<file path="config.mk">
export PLATFORM = sky130hd
export DESIGN_NAME = instr_fetch
export DESIGN_NICKNAME = d
export VERILOG_FILES = /design/src/rtl/instr_fetch.sv
export SDC_FILE = /design/constraint.sdc
export NUM_CORES = 1
export LEC_CHECK = 0
export CAP_MARGIN = 20
export CORE_ASPECT_RATIO = 1.25
export CORE_MARGIN = 5
export CORE_UTILIZATION = 30
export CTS_CLUSTER_DIAMETER = 80
export CTS_CLUSTER_SIZE = 8
export DETAILED_ROUTE_END_ITERATION = 6
export PLACE_DENSITY_LB_ADDON = 0.2
export SYNTH_ARGS = -nofsm -noshare
export SYNTH_HDL_FRONTEND = slang
export SYNTH_SLANG_ARGS = --single-unit
</file>
<file path="constraint.sdc">
create_clock -name clk -period 6.5 [get_ports clk]
set_input_delay 0.975 -clock clk [delete_from_list [all_inputs] [get_ports clk]]
set_output_delay 0.975 -clock clk [all_outputs]
set_load 0.005 [all_outputs]
</file>
<file path="src/rtl/instr_fetch.sv">
// Purpose : instruction fetch stage; walks a PC through a 1-cycle-latency
//           synchronous instruction memory and presents one word per cycle to
//           the decoder on a registered output, with all-zero bubbles when idle.
// Latency : start accepted at edge E0 -> read of address 0 during the next
//           cycle -> first instruction registered at E2; 1 instr/cycle after.
// Backpressure: stall freezes the output register and blocks new reads; a word
//           already in flight when stall rises is parked in a 1-deep hold
//           buffer and is delivered first once stall falls.
//
// Ports:
//   clk, rst_n        clock, asynchronous active-low reset
//   start, prog_len   launch pulse and instruction count (sampled on accept)
//   stall             downstream cannot take a new instruction this cycle
//   imem_en/addr/data instruction memory read port (data one cycle after en)
//   instr, instr_valid, instr_pc   registered instruction to the decoder
//   busy, done        RUN/DRAIN and DONE state indications
module instr_fetch #(
  parameter int AW = 8
) (
  input  logic          clk,
  input  logic          rst_n,
  input  logic          start,
  input  logic [AW:0]   prog_len,
  input  logic          stall,
  input  logic [0:31]   imem_data,
  output logic          imem_en,
  output logic [0:AW-1] imem_addr,
  output logic [0:31]   instr,
  output logic          instr_valid,
  output logic [0:AW-1] instr_pc,
  output logic          busy,
  output logic          done
);

  typedef enum logic [1:0] {
    S_IDLE  = 2'd0,
    S_RUN   = 2'd1,
    S_DRAIN = 2'd2,
    S_DONE  = 2'd3
  } state_e;

  // ---------------------------------------------------------------------------
  // State
  // ---------------------------------------------------------------------------
  state_e          state_q,     state_d;
  logic [AW-1:0]   fetch_pc_q,  fetch_pc_d;
  logic [AW:0]     issued_q,    issued_d;
  logic [AW:0]     len_q,       len_d;

  // One read may be in flight; pend_pc_q remembers which address it was for.
  logic            pending_q,   pending_d;
  logic [AW-1:0]   pend_pc_q,   pend_pc_d;

  // 1-deep hold buffer for a word that returned while the output was stalled.
  logic            hold_vld_q,  hold_vld_d;
  logic [31:0]     hold_dat_q,  hold_dat_d;
  logic [AW-1:0]   hold_pc_q,   hold_pc_d;

  // Output register towards the decoder.
  logic [31:0]     instr_q,     instr_d;
  logic            instr_vld_q, instr_vld_d;
  logic [AW-1:0]   instr_pc_q,  instr_pc_d;

  logic            issue;
  logic            last_issue;
  logic            start_ok;
  logic            drain_empty;

  // A new read is only launched when the output can move (no stall) and the
  // hold buffer is empty; this keeps at most one word outside the output reg.
  assign issue       = (state_q == S_RUN) && !stall && !hold_vld_q;
  assign last_issue  = issue && ((issued_q + (AW+1)'(1)) == len_q);
  assign start_ok    = start && ((state_q == S_IDLE) || (state_q == S_DONE));

  // Finished once nothing is in flight or parked, and the final word on the
  // output has been accepted (or there is no valid word left on it).
  assign drain_empty = !pending_q && !hold_vld_q && (!instr_vld_q || !stall);

  // ---------------------------------------------------------------------------
  // Next-state logic
  // ---------------------------------------------------------------------------
  always_comb begin
    state_d     = state_q;
    fetch_pc_d  = fetch_pc_q;
    issued_d    = issued_q;
    len_d       = len_q;
    pending_d   = issue;
    pend_pc_d   = pend_pc_q;
    hold_vld_d  = hold_vld_q;
    hold_dat_d  = hold_dat_q;
    hold_pc_d   = hold_pc_q;
    instr_d     = instr_q;
    instr_vld_d = instr_vld_q;
    instr_pc_d  = instr_pc_q;

    // Sequencer
    case (state_q)
      S_IDLE, S_DONE: begin
        if (start_ok) begin
          fetch_pc_d = '0;
          issued_d   = '0;
          len_d      = prog_len;
          state_d    = (prog_len != '0) ? S_RUN : S_DONE;
        end
      end
      S_RUN: begin
        if (issue) begin
          // Wraps to 0 after address 2^AW-1; harmless because DRAIN follows.
          fetch_pc_d = fetch_pc_q + AW'(1);
          issued_d   = issued_q + (AW+1)'(1);
        end
        if (last_issue) begin
          state_d = S_DRAIN;
        end
      end
      S_DRAIN: begin
        if (drain_empty) begin
          state_d = S_DONE;
        end
      end
      default: begin
        state_d = S_IDLE;
      end
    endcase

    if (issue) begin
      pend_pc_d = fetch_pc_q;
    end

    // Output register and hold buffer, in priority order.
    if (stall) begin
      // Output frozen; a returning word is parked instead of being dropped.
      if (pending_q) begin
        hold_vld_d = 1'b1;
        hold_dat_d = imem_data;
        hold_pc_d  = pend_pc_q;
      end
    end else if (hold_vld_q) begin
      // Parked word goes first; no read was issued in this cycle, so there is
      // no memory return competing for the output.
      instr_d     = hold_dat_q;
      instr_vld_d = 1'b1;
      instr_pc_d  = hold_pc_q;
      hold_vld_d  = 1'b0;
    end else if (pending_q) begin
      instr_d     = imem_data;
      instr_vld_d = 1'b1;
      instr_pc_d  = pend_pc_q;
    end else begin
      // Bubble: all-zero word decodes as NOP; the pc is left as it was.
      instr_d     = '0;
      instr_vld_d = 1'b0;
    end
  end

  // ---------------------------------------------------------------------------
  // Registers
  // ---------------------------------------------------------------------------
  always_ff @(posedge clk or negedge rst_n) begin
    if (!rst_n) begin
      state_q     <= S_IDLE;
      fetch_pc_q  <= '0;
      issued_q    <= '0;
      len_q       <= '0;
      pending_q   <= 1'b0;
      pend_pc_q   <= '0;
      hold_vld_q  <= 1'b0;
      hold_dat_q  <= '0;
      hold_pc_q   <= '0;
      instr_q     <= '0;
      instr_vld_q <= 1'b0;
      instr_pc_q  <= '0;
    end else begin
      state_q     <= state_d;
      fetch_pc_q  <= fetch_pc_d;
      issued_q    <= issued_d;
      len_q       <= len_d;
      pending_q   <= pending_d;
      pend_pc_q   <= pend_pc_d;
      hold_vld_q  <= hold_vld_d;
      hold_dat_q  <= hold_dat_d;
      hold_pc_q   <= hold_pc_d;
      instr_q     <= instr_d;
      instr_vld_q <= instr_vld_d;
      instr_pc_q  <= instr_pc_d;
    end
  end

  // ---------------------------------------------------------------------------
  // Outputs
  // ---------------------------------------------------------------------------
  assign imem_en     = issue;
  assign imem_addr   = fetch_pc_q;
  assign instr       = instr_q;
  assign instr_valid = instr_vld_q;
  assign instr_pc    = instr_pc_q;
  assign busy        = (state_q == S_RUN) || (state_q == S_DRAIN);
  assign done        = (state_q == S_DONE);

endmodule
</file>
* Yosys cells after proc, flatten, opt, wreduce, memory -nomap -nowiden *
Cells that the tools add are included.

word-level totals
  bits in registers = 119
  input port bits = 45
  output and inout bits = 52
  word-level logic and storage cells = 66

operators by class
  $add $sub $neg = 2
  eq/ne operators = 9
  multiplexer cells = 19
  bitwise gates (word level) = 1
  reductions and logical operators = 23

operators with widths
  cell                   count
  $mux W32               2
  $mux W8                4
  $mux W9                2
  $pmux W9 S2            1
  $pmux W8 S2            1
  $add A9 B1 Y9 const B  1
  $eq A9 B9 Y1           1
  $reduce_bool A9 Y1     1
  $add A8 B1 Y8 const B  1
  $mux W2                4
  $ne A2 B2 Y1 const B   4
  $logic_and A1 B1 Y1    6
  $pmux W2 S3            1
  $reduce_and A2 Y1      3
  $reduce_and A3 Y1      2
  $eq A2 B2 Y1 const B   2
  $logic_not A1 Y1       4
  $mux W1                4
  $reduce_bool A2 Y1     2
  $logic_or A1 B1 Y1     3
  $eq A2 B1 Y1 const B   1
  $logic_not A2 Y1       1
  $ne A2 B1 Y1 const B   1
  $reduce_or A2 Y1       1
  $not A1 Y1             1

* Depth between registers and ports, before layout *
Gate-level depths: netlist (run 1).

  word-level depth = 6
  mapped depth = 10
  mapped depth without buffers = 8

* Least setup slack after synthesis (run 1) *
Ideal clock, no wire load.

  path type = input port to flip-flop
  from = in stall
  to = reg state_q[0]
  library setup time = 133 ps
  arrival time = 2363 ps
  required time = 6367 ps
  slack = 4004 ps
  stages = 6
  buffers on the path = 0
  path through = nor3b_2 nand3_1 or4b_1 o41ai_2 o211ai_1 mux2i_1

between the ends
  word-level cells in the longest chain between the ends = 6
  elaborated cells on any way between the ends = 9
  those cells by class = eq/ne (2); reduce/logical (7)

ends and longest elaborated chain
  element                               line    RTL
  start, declared                       24      input logic stall,
  $logic_not A1 Y1 *                    71, 77
  $logic_and A1 B1 Y1 (2 in series)     71      assign issue = (state_q == S_RUN) && !stall && !hold_vld_q;
  $logic_and A1 B1 Y1                   72      assign last_issue = issue && ((issued_q + (AW+1)'(1)) == len_q);
  $ne A2 B2 Y1 (no source line)         --
  $reduce_and A3 Y1 (no source line) *  --
  end signal, assigned                  174     state_q <= state_d;
  end, declared                         45      state_e state_q, state_d;

Mark *: on every way between the ends. The rest lies on a longest branch, timed or not.
A chain may end at the register's enable or synchronous reset.

* Worst setup path in the final report (run 1) *
  from = reg state_q[1]
  to = out imem_en

between the ends
  word-level cells in the longest chain between the ends = 3

ends and longest elaborated chain
  element                            line  RTL
  $eq A2 B1 Y1                       71
  $logic_and A1 B1 Y1 (2 in series)  71
  end, declared                      26    output logic imem_en,

Every way passes these cells.

==> results of run 1 <==
## per-stage QoR
step,hold WS [ns],utilization (%),cell area [µm²],total power [mW]
finish,0.485,40.4,7100,3.00
global route,0.511,40.4,7100,3.20
CTS,0.490,40.4,7100,3.05
detailed placement,0.476,37.1,6520,2.13
global placement,0.466,37.1,6520,2.09
floorplan,0.467,-,5380,1.71
## power by group
part	internal [mW]	switching (mW)
clock network	0.581	0.327
registers	0.992	0.185
logic	0.504	0.416
total	2.08	0.927
## cell usage after synthesis (6+ instances only)
cell | number | area share (%)
xnor2_1 | 6 | 0.98
nand3_1 | 9 | 0.84
ha_1 | 6 | 1.4
nor3_1 | 9 | 0.84
nor2_1 | 11 | 0.77
o21ai_0 | 47 | 4.4
a21o_1 | 6 | 0.84
nand2_1 | 64 | 4.5
inv_1 | 7 | 0.49
mux2_2 | 58 | 12
a21oi_1 | 12 | 1.1
a22o_1 | 11 | 1.8
dfrtp_1 | 119 | 55
clkbuf_1 | 24 | 1.7
a22oi_1 | 38 | 5.3
## final cells by class
cell class                 count  area, µm²  area share (%)
sequential                   119       2980            41.9
multi-input combinational    320       2240            31.5
timing repair buffer         101        991            14.0
clock buffer                  20        457            6.43
tap                          224        280            3.95
clock inverter                12        128            1.80
inverter                       8       30.0           0.423
## flip-flops by register name, indices dropped and copies added, names as in the netlist
signal       cells
hold_dat_q      32
instr           32
issued_q         9
len_q            9
hold_pc_q        8
imem_addr        8
instr_pc         8
pend_pc_q        8
state_q          2
hold_vld_q       1
instr_valid      1
pending_q        1
## layer usage
metal  routed length (µm)  vias up  global-route usage (%)
li1                     -     1911                       -
met1                 5810     1972                    16.9
met2                 6100       97                    19.9
met3                  674       17                    3.84
met4                  199        0                    3.97
met5                    0        -                       0
## path summary, 6_finish.rpt
| check | end | slack (ns) | start |
|---|---|---|---|
| worst max register to register | state_q[0] | 2.98 | state_q[1] |
| worst min register to register | instr[10] | 0.49 | instr[10] |
| min in group asynchronous | instr[7] | 0.64 | rst_n |
| worst min-delay path | instr[10] | 0.49 | instr[10] |
| max in group asynchronous | instr_pc[1] | 4.59 | rst_n |
| worst max-delay path | imem_en | 2.45 | state_q[1] |
## worst reg2reg max path, cell delays in order, from the launching register on
cell and delay [ns]:
dfrtp_1 0.40, inv_1 0.12, ha_1 0.65, nor3b_2 0.84
nand3_1 0.12, or4b_1 0.57, o41ai_2 0.34, o211ai_1 0.19
mux2i_1 0.15
## kinds of logic after synthesis
kind of cell | count (synthesis) | synth area share (%)
and+or+nand+nor | 113 | 9.74
xor gates and xnor gates | 11 | 1.93
buffers and inverters | 41 | 3.12
muxes | 61 | 12.7
DFF | 119 | 55.3
adders and majority gates | 6 | 1.40
AOI/OAI and AO/OA | 129 | 15.8
==> flow_metrics.env, run 1 <==
export IMPL_p_leak_nw=3.01
export IMPL_worstMarginPinSlew_ns=1.05
export IMPL_status="completed"
export IMPL_synth_cell_type_count=48
export IMPL_grt_pass1_vias=4037
export IMPL_cp_required_ns=5.52
export IMPL_dp_hpwl_um=8500
export IMPL_endpoint_kind="output port"
export IMPL_via_count=3997
export IMPL_syn2layout_area_growth_pct=32.0
export IMPL_cts_setup_buffers=0
export IMPL_synth_cells=480
export IMPL_placedCellCount=772
export IMPL_hold_depth=2
export IMPL_critPathLaunchType="flop"
export IMPL_path_clk_slew_ns=0.05
export IMPL_path_buf_inv=2
export IMPL_h_tree_depth=4
export IMPL_initial_core_util_pct=30.6
export IMPL_wirelength_um=12800
export IMPL_cts_tree="done"
export IMPL_power_density_nw_per_um2=423
export IMPL_worstRegToRegCells=8
export IMPL_wl_per_cell_um=15.9
export IMPL_final_common_cell="dfrtp_1"
export IMPL_synth_edf_count=0
export IMPL_critPathSlowestCell="nor3b_2"
export IMPL_cts_made_buffers=17
export IMPL_path_class="flop to output port"
export IMPL_via_per_inst=4.97
export IMPL_clock_sinks=119
export IMPL_synth_main_ff_cell="dfrtp_1"
export IMPL_syn_avg_cell_area_um2=11.2
export IMPL_hold_violations=0
export IMPL_dr_pass1_iters=6
export IMPL_cp_slowest_stage_delay_ns=0.84
export IMPL_grt_max_degree=88
export IMPL_slew_viol_final=0
export IMPL_synth_net_count=531
export IMPL_fin_crit_sh_pct=62.4
export IMPL_crit_path_cell_trace="inv_1 > ha_1 > nor3b_2 > clkdlybuf4s50_1"
export IMPL_die_w_um=130
export IMPL_core_um2=17600
export IMPL_drv_cap=0
export IMPL_dpl_worst_slack_ns=2.55
export IMPL_path_depth=4
export IMPL_cts_root_buffer="clkbuf_16"
export IMPL_dieArea_um2=20700
export IMPL_antenna_found_initial=0
export IMPL_worst_slack_ns=2.45
export IMPL_fin_cells=804
export IMPL_async_flop_share_pct=100
export IMPL_ys_seq_elements=119
export IMPL_clock_latency_ns=0.41
export IMPL_fin_nets=618
export IMPL_finClkSkew_ns=0.00540
export IMPL_seq_area_frac_synth_pct=55.3
export IMPL_rsz0062_at_grt="no"
export IMPL_ir_drop_mv=0.226
export IMPL_cts_buffer_depth=2
export IMPL_setup_viol=0
export IMPL_fill_cells=1711
export IMPL_fmax_mhz=247
export IMPL_cp_top_family="simple AND/OR/NAND/NOR gates"
export IMPL_diodes=0
export IMPL_grt_usage_pct=12.7
export IMPL_syn_area_um2=5380
export IMPL_cts_resized=0
export IMPL_crit_fanout=19
export IMPL_gp_congestion=0.778
export IMPL_ctsHoldBuffers=0
export IMPL_ant_nets=0
export IMPL_pin_count=97
export IMPL_hp_class="flop to flop"
export IMPL_grt_overflow=0
export IMPL_grt_pass1_wl_um=21200
export IMPL_drcViolationCount=0
export IMPL_finalWorstPathRequiredPeriod_ns=4.05
export IMPL_tns_ns=0
export IMPL_ys_warn_count=0
export IMPL_portBuffers=96
export IMPL_arrival_ns=3.08
export IMPL_dr_first_iter_drc_count=199
export IMPL_die_h_um=160
export IMPL_max_slew_margin_rel_pct=30.0
export IMPL_layout_common_cells="dfrtp_1, clkdlybuf4s50_1, nand2_1"
export IMPL_drive_above_1_share_pct=17.8
export IMPL_rows=54
Power figures use the tool's default switching activity.
==> inputs of run 2 (changes only) <==
Clock period 6.5 ns to 3.85 ns, I/O delays scaled along.
==> flow_metrics.env, run 2 (synthesis results as in run 1) <==
export IMPL_grtUsageMet3_pct=3.81
export IMPL_drv_cap=0
export IMPL_dr_first_iter_drc_count=306
export IMPL_gp_congestion=0.819
export IMPL_critPathLaunchType="flop"
export IMPL_slew_viol_final=0
export IMPL_hold_violations=0
export IMPL_worstMarginPinSlew_ns=0.795
export IMPL_dieArea_um2=20700
export IMPL_r2r_setup_slack_ns=1.08
export IMPL_setup_viol=0
export IMPL_diodes=0
export IMPL_grt_pass1_wl_um=21700
export IMPL_cts_made_buffers=17
export IMPL_use_met2_pct=20.9
export IMPL_grt_max_degree=86
export IMPL_die_w_um=130
export IMPL_met1_usage_pct=16.8
export IMPL_fill_cells=1708
export IMPL_portBuffers=96
export IMPL_fin_nets=621
export IMPL_crit_fanout=19
export IMPL_p_leak_nw=3.04
export IMPL_h_tree_depth=4
export IMPL_power_density_nw_per_um2=709
export IMPL_status="completed"
export IMPL_via_count=4013
export IMPL_rsz0062_at_grt="no"
export IMPL_worst_slack_ns=0.998
export IMPL_drive_above_1_share_pct=18.4
export IMPL_arrival_ns=2.27
export IMPL_antenna_found_initial=0
export IMPL_syn2layout_area_growth_pct=32.3
export IMPL_cts_root_buffer="clkbuf_16"
export IMPL_finalWorstPathRequiredPeriod_ns=2.85
export IMPL_fmax_mhz=351
export IMPL_hp_class="input port to async pin"
export IMPL_path_clk_slew_ns=0.06
export IMPL_final_common_cell="dfrtp_1"
export IMPL_ir_drop_mv=0.279
export IMPL_rows=54
export IMPL_drcViolationCount=0
export IMPL_cts_buffer_depth=2
export IMPL_layout_common_cells="dfrtp_1, clkdlybuf4s50_1, nand2_1"
export IMPL_tns_ns=0
export IMPL_initial_core_util_pct=30.6
export IMPL_max_slew_margin_rel_pct=47.0
export IMPL_ant_nets=0
export IMPL_clock_latency_ns=0.41
export IMPL_grt_pass1_vias=4207
export IMPL_dr_pass1_iters=5
export IMPL_ctsHoldBuffers=0
export IMPL_pin_count=97
export IMPL_finClkSkew_ns=0.00523
export IMPL_core_um2=17600
export IMPL_fin_crit_sh_pct=74.1
export IMPL_endpoint_kind="output port"
export IMPL_grt_usage_pct=13.1
export IMPL_wl_per_cell_um=16.2
export IMPL_cts_setup_buffers=0
export IMPL_dpl_worst_slack_ns=1.03
export IMPL_path_class="flop to output port"
export IMPL_via_per_inst=4.97
export IMPL_worstRegToRegCells=10
export IMPL_cp_required_ns=3.27
export IMPL_die_h_um=160
export IMPL_cts_resized=0
export IMPL_grt_overflow=0
export IMPL_cts_tree="done"
export IMPL_dp_hpwl_um=8800
export IMPL_grt_busiest_layer="met2"
export IMPL_wirelength_um=13100
export IMPL_final_core_util_pct=40.5
export IMPL_clock_sinks=119
[run 2: metrics by stage]
step	power (mW)	instance area [µm²]	instances	hold WS (ns)
final	5.05	7120	807	0.254
after CTS	5.13	7120	807	0.268
after floorplan	2.88	5380	480	0.282
after global routing	5.39	7120	807	0.299
after global placement	3.55	6550	775	0.467
after detailed placement	3.61	6550	775	0.474
[run 2: path summary, 6_finish.rpt]
path,startpoint,to
max in group asynchronous,rst_n,len_q[1]
worst max-delay path,state_q[1],imem_en
worst min-delay path,rst_n,hold_dat_q[23]
min in group clk,instr[13],instr[13]
worst max register to register,state_q[1],state_q[1]
worst min register to register,instr[13],instr[13]
[run 2: report_power, final]
part / switching [mW] / internal, mW / total [mW]
Combinational: 0.714 / 0.858 / 1.57
Clock: 0.583 / 0.908 / 1.49
Sequential: 0.313 / 1.68 / 1.99
Total: 1.61 / 3.44 / 5.05
[run 2: worst max-delay path, stage by stage, from the launching register on]
cell and delay (ns):
dfrtp_1 0.40, inv_1 0.11, ha_1 0.15, buf_4 0.24, nor3b_2 0.20, buf_4 0.22
clkdlybuf4s50_1 0.56
[run 2: cell type report]
type                    count  area, µm²  share of cell area, %
repair buffers            104       1030                   14.4
clock inverters            14        128                   1.79
well taps                 224        280                   3.94
flip-flops and latches    119       2980                   41.8
multi-input cells         320       2240                   31.5
inverters                   8       30.0                  0.422
clock buffers              18        439                   6.17
[run 2: per-layer routing]
| metal | vias up | wire, µm | share of wire (%) |
|---|---|---|---|
| li1 | 1926 | - | - |
| met1 | 1965 | 5830 | 45 |
| met2 | 107 | 6220 | 48 |
| met3 | 15 | 832 | 6.4 |
| met4 | 0 | 198 | 1.5 |
| met5 | - | 0 | 0 |
